**src/rtl/cache_fill_controller.sv**
```systemverilog
// Cache miss fill sequencer: fetches one block word-by-word over req/ack,
// writes each word into the selected way/word register, then strobes tag/valid.
module cache_fill_controller #(
  parameter int WORDS  = 4,
  parameter int WAYS   = 4,
  parameter int DATA_W = 32,
  parameter int ADDR_W = 32
) (
  input  logic                     clk,
  input  logic                     reset,
  input  logic                     miss,
  input  logic [ADDR_W-1:0]        missAddr,
  input  logic [$clog2(WAYS)-1:0]  victimWay,
  output logic                     memReq,
  output logic [ADDR_W-1:0]        memAddr,
  input  logic                     memAck,
  input  logic [DATA_W-1:0]        memData,
  output logic                     regWrite,
  output logic [WAYS-1:0]          decOutWay,
  output logic [WORDS-1:0]         decOutWord,
  output logic [DATA_W-1:0]        writeData,
  output logic                     tagWrite,
  output logic [ADDR_W-1:0]        blockAddr,
  output logic                     busy,
  output logic                     fillDone
);

  localparam int CNT_W = $clog2(WORDS);
  localparam int WAY_W = $clog2(WAYS);
  localparam int OFF_W = CNT_W + 2;
  localparam logic [ADDR_W-1:0] OFF_MASK = ADDR_W'((64'd1 << OFF_W) - 64'd1);
  localparam logic [CNT_W-1:0]  LAST_WORD = CNT_W'(WORDS - 1);

  typedef enum logic [2:0] {IDLE, REQ, WRITE, TAG, DONE} state_t;

  state_t              state_q, state_d;
  logic [CNT_W-1:0]    cnt_q, cnt_d, cnt_inc;
  logic [WAY_W-1:0]    way_q, way_d;
  logic [ADDR_W-1:0]   block_addr_q, block_addr_d, miss_block;
  logic [ADDR_W-1:0]   mem_addr_q, mem_addr_d;
  logic [DATA_W-1:0]   write_data_q, write_data_d;
  logic [WAYS-1:0]     dec_way_q, dec_way_d;
  logic [WORDS-1:0]    dec_word_q, dec_word_d;
  logic                mem_req_q, mem_req_d;
  logic                reg_write_q, reg_write_d;
  logic                tag_write_q, tag_write_d;
  logic                busy_q, busy_d;
  logic                fill_done_q, fill_done_d;

  assign cnt_inc    = cnt_q + CNT_W'(1);
  assign miss_block = missAddr & ~OFF_MASK;

  // Outputs are registered from the next-state decode, so each output register
  // already holds the value belonging to the state being entered.
  always_comb begin
    state_d      = state_q;
    cnt_d        = cnt_q;
    way_d        = way_q;
    block_addr_d = block_addr_q;
    mem_addr_d   = mem_addr_q;
    write_data_d = write_data_q;
    dec_way_d    = '0;
    dec_word_d   = '0;
    mem_req_d    = 1'b0;
    reg_write_d  = 1'b0;
    tag_write_d  = 1'b0;
    busy_d       = 1'b0;
    fill_done_d  = 1'b0;
    unique case (state_q)
      IDLE: begin
        if (miss) begin
          block_addr_d = miss_block;
          mem_addr_d   = miss_block;
          way_d        = victimWay;
          cnt_d        = '0;
          mem_req_d    = 1'b1;
          busy_d       = 1'b1;
          state_d      = REQ;
        end
      end
      REQ: begin
        busy_d = 1'b1;
        if (memAck) begin
          write_data_d = memData;
          reg_write_d  = 1'b1;
          dec_way_d    = WAYS'(1) << way_q;
          dec_word_d   = WORDS'(1) << cnt_q;
          state_d      = WRITE;
        end else begin
          mem_req_d = 1'b1;
        end
      end
      WRITE: begin
        busy_d = 1'b1;
        if (cnt_q == LAST_WORD) begin
          tag_write_d = 1'b1;
          dec_way_d   = WAYS'(1) << way_q;
          state_d     = TAG;
        end else begin
          cnt_d      = cnt_inc;
          mem_req_d  = 1'b1;
          // Word offset is OR-ed into the aligned base, so it never carries into tag bits.
          mem_addr_d = block_addr_q | ADDR_W'({cnt_inc, 2'b00});
          state_d    = REQ;
        end
      end
      TAG: begin
        busy_d      = 1'b1;
        fill_done_d = 1'b1;
        state_d     = DONE;
      end
      DONE: state_d = IDLE;
      default: state_d = IDLE;
    endcase
  end

  always_ff @(posedge clk) begin
    if (reset) begin
      state_q      <= IDLE;
      cnt_q        <= '0;
      way_q        <= '0;
      block_addr_q <= '0;
      mem_addr_q   <= '0;
      write_data_q <= '0;
      dec_way_q    <= '0;
      dec_word_q   <= '0;
      mem_req_q    <= 1'b0;
      reg_write_q  <= 1'b0;
      tag_write_q  <= 1'b0;
      busy_q       <= 1'b0;
      fill_done_q  <= 1'b0;
    end else begin
      state_q      <= state_d;
      cnt_q        <= cnt_d;
      way_q        <= way_d;
      block_addr_q <= block_addr_d;
      mem_addr_q   <= mem_addr_d;
      write_data_q <= write_data_d;
      dec_way_q    <= dec_way_d;
      dec_word_q   <= dec_word_d;
      mem_req_q    <= mem_req_d;
      reg_write_q  <= reg_write_d;
      tag_write_q  <= tag_write_d;
      busy_q       <= busy_d;
      fill_done_q  <= fill_done_d;
    end
  end

  assign memReq     = mem_req_q;
  assign memAddr    = mem_addr_q;
  assign regWrite   = reg_write_q;
  assign decOutWay  = dec_way_q;
  assign decOutWord = dec_word_q;
  assign writeData  = write_data_q;
  assign tagWrite   = tag_write_q;
  assign blockAddr  = block_addr_q;
  assign busy       = busy_q;
  assign fillDone   = fill_done_q;

endmodule

```
**config.mk**
```make
export PLATFORM = sky130hd
export DESIGN_NAME = cache_fill_controller
export DESIGN_NICKNAME = d
export VERILOG_FILES = /design/src/rtl/cache_fill_controller.sv
export SDC_FILE = /design/constraint.sdc
export NUM_CORES = 1
export LEC_CHECK = 0
export ABC_AREA = 1
export CORE_ASPECT_RATIO = 2
export CORE_MARGIN = 1
export CORE_UTILIZATION = 40
export CTS_CLUSTER_SIZE = 14
export DETAILED_ROUTE_END_ITERATION = 10
export PLACE_DENSITY = 0.74
export SYNTH_ARGS = -nofsm -noshare
export SYNTH_HDL_FRONTEND = slang
export SYNTH_SLANG_ARGS = --single-unit
export TNS_END_PERCENT = 30
```
**constraint.sdc**
```tcl
create_clock -name clk -period 1.5 [get_ports clk]
set_input_delay 0.15 -clock clk [delete_from_list [all_inputs] [get_ports clk]]
set_output_delay 0.15 -clock clk [all_outputs]
set_load 0.01 [all_outputs]
```
==> impl_metrics.toml <==
[sta]
tns_ns = 0
min_period_ns = 1.456
setup_viol = 0
finalCritPeriodShare_pct = 97.07
rsz0062_at_grt = "yes"
max_freq_ghz = 0.6868
skew_ns = 0.006638
slew_headroom_pct = 55.10
finalHoldViolations = 0
worstMarginPinSlew_ns = 0.6734
slew_viol_final = 0

[synthesis]
synthAdderAreaFrac_pct = 0.2747
synth_compound_gate_area_share_pct = 7.198
syn_avg_cell_area_sq_um = 7.139
yosys_register_bits = 108
synthMuxAreaShare_pct = 0
synth_top_area_share_pct = 47.47
synth-edff-count = 0
synth_top_family_by_area = "simple AND/OR/NAND/NOR gates"
synthCells = 638
synth_top_area_cell = "dfxtp_1"
synthSimpleGateAreaFrac_pct = 34.29
synth_area_leaders = "dfxtp_1 (47%), nand2_1 (16%), nand3_1 (6.9%), a21oi_1 (6.8%), nor2_1 (5.9%)"
synth_area_sq_um = 4554
yosysMostFrequentCell = "nand2_1"
synth-xor-area-share_pct = 0
synthArstFlopShare_pct = 0
ys_warn_count = 0
synth-seq-area-share_pct = 47.47
synth_commonest_cells = "nand2_1 (192), dfxtp_1 (108), nor2_1 (71)"
synth_ff_type = "dfxtp_1"
ys_types = 22

[route]
vias_per_cell = 5.030
wirelength_um = 13100
dr.pass1.iters = 4
wl_per_cell_um = 13.98
dr.first_iter.drc_count = 294
drc = 0
ant_nets = 0
dr_total_vias = 4713

[worst_setup_path]
critPathArrivalTime_ns = 1.31
cp.required_ns = 1.35
slowest_stage = "clkdlybuf4s50_1"
endpoint_kind = "output port"
crit_fanout = 3
cp_top_family = "buffers and inverters"
cpPeakStageDelay_ns = 0.57
worstSetupStartpointType = "flip-flop"
worst-path-buf-inv = 1
crit_type = "flip-flop to output port"
path_cells = "clkdlybuf4s50_1"

[clock_tree]
cts_tree = "built"
cts_hold_buf = 0
post_cts_buffers = 0
clock_latency_ns = 0.34
clk_pin_slew_ns = 0.07
cts_sinks = 108
cts_made_buffers = 9
cts_max_path_buffers = 2
htree_num_levels = 3
cts-root-buf = "clkbuf_16"

[status]
status = "complete, no violations"

[final_layout]
drive_above_1_share_pct = 6.274
seqCellArea_sq_um = 2162
multi_input_area_sq_um = 1924
final_cells = 937
num_antenna_cells = 0
post-route-util_pct = 60.16
fillers = 966
area_delta_synth_final_pct = 45.47
nNetsFinal = 863

[pwr]
pwr_density_cell_nw_per_um2 = 1056
power_leakage_nw = 2.771
max-vdd-ir-drop_uv = 756.7

[floorplan]
die_area_sq_um = 11840
die_h_um = 152.9
core_sq_um = 11010
num_rows = 54
initial_core_util_pct = 41.35
die_width_um = 77.45
ios = 179

[placed_design]
gp_congestion = 0.8708
dpl.hpwl_um = 9603
place_inst = 921
port_buffers = 168

[global_routing]
grt_use_total_pct = 23.15
grt_pass1_wl_um = 21820
grt_max_degree = 65
overflow = 0
grt_pass1_vias = 4692
antenna_found_initial = 0

[min_path]
worstHoldPathType = "primary input to flip-flop"

[job]
maxCapViolations = 0
==> logic make-up (layout without fill, tap and decap cells) <==
logic type / after synthesis / count (layout)
other: 1 / 6
adder cells (fa/ha/maj): 1 / 1
buffers and inverters: 97 / 251
AND/OR/NAND/NOR: 366 / 366
flip-flops: 108 / 108
AO/OA/AOI/OAI: 65 / 65
==> worst paths after layout <==
kind	slack, ns	to	cells after the start	from
setup / recovery	0.04	blockAddr[24]	1	blockAddr[24]
hold reg to reg	0.47	writeData[3]	2	writeData[3]
hold / removal	0.30	way_q[0]	4	reset
setup reg to reg	0.10	blockAddr[12]	5	state_q[1]
==> cell usage in the layout (no fill, tap or decap), types with 3 or more instances in the layout <==
cell | Yosys | routed
nand2_1 | 192 | 192
clkdlybuf4s50_1 | 0 | 163
dfxtp_1 | 108 | 108
nor2_1 | 71 | 71
nand3_1 | 63 | 63
a21oi_1 | 62 | 62
inv_1 | 40 | 40
nand4_1 | 28 | 28
buf_4 | 14 | 22
clkbuf_16 | 0 | 9
nor3_1 | 6 | 6
conb_1 | 1 | 6
nand3_2 | 3 | 3
==> timing repair <==
item | CTS | global route
gates resized for setup | 2 | 5
endpoints found under the setup margin | 2 | 31
gates cloned | 0 | 0
==> flip-flops by register name, summed over array words and instances, names as in the netlist, 2 cells and up <==
register and count:
decOutWord 4, decOutWay 4, way_q 2, blockAddr 28, memAddr 29, state_q 3
writeData 32
==> final cells by class <==
class,instances,area share [%]
clock buffers,9,3.399
clock inverters,7,1.246
flip-flops and latches,108,32.63
inverters,42,2.417
well taps,140,2.644
multi-input cells,438,29.05
repair buffers,193,28.61
==> power by group <==
part	total (mW)	switching, mW	internal [mW]
Clock	2.43	1.11	1.32
Combinational	1.38	0.687	0.694
Sequential	3.18	0.127	3.06
Total	7.00	1.92	5.07
==> layer usage <==
layer  share of wire, %  global-route usage [%]
met2                 54                   42.60
met5                  0                       0
met4                3.7                   12.94
met1                 36                   22.41
met3                7.1                   6.746
==> stage by stage <==
stage | total power, mW | setup slack (ns) | hold slack (ns) | area, sq um
6_report | 6.995 | 0.04399 | 0.3041 | 6625
4_1_cts | 7.060 | 0.01332 | 0.2988 | 6614
5_1_grt | 7.346 | -0.001291 | 0.3280 | 6625
3_5_place_dp | 4.632 | 0.04061 | 0.4564 | 6309
3_3_place_gp | 4.598 | 0.09434 | 0.4522 | 6309
2_1_floorplan | 3.938 | 0.1560 | 0.2849 | 4573
No activity file was read; power rests on OpenSTA's default activity.
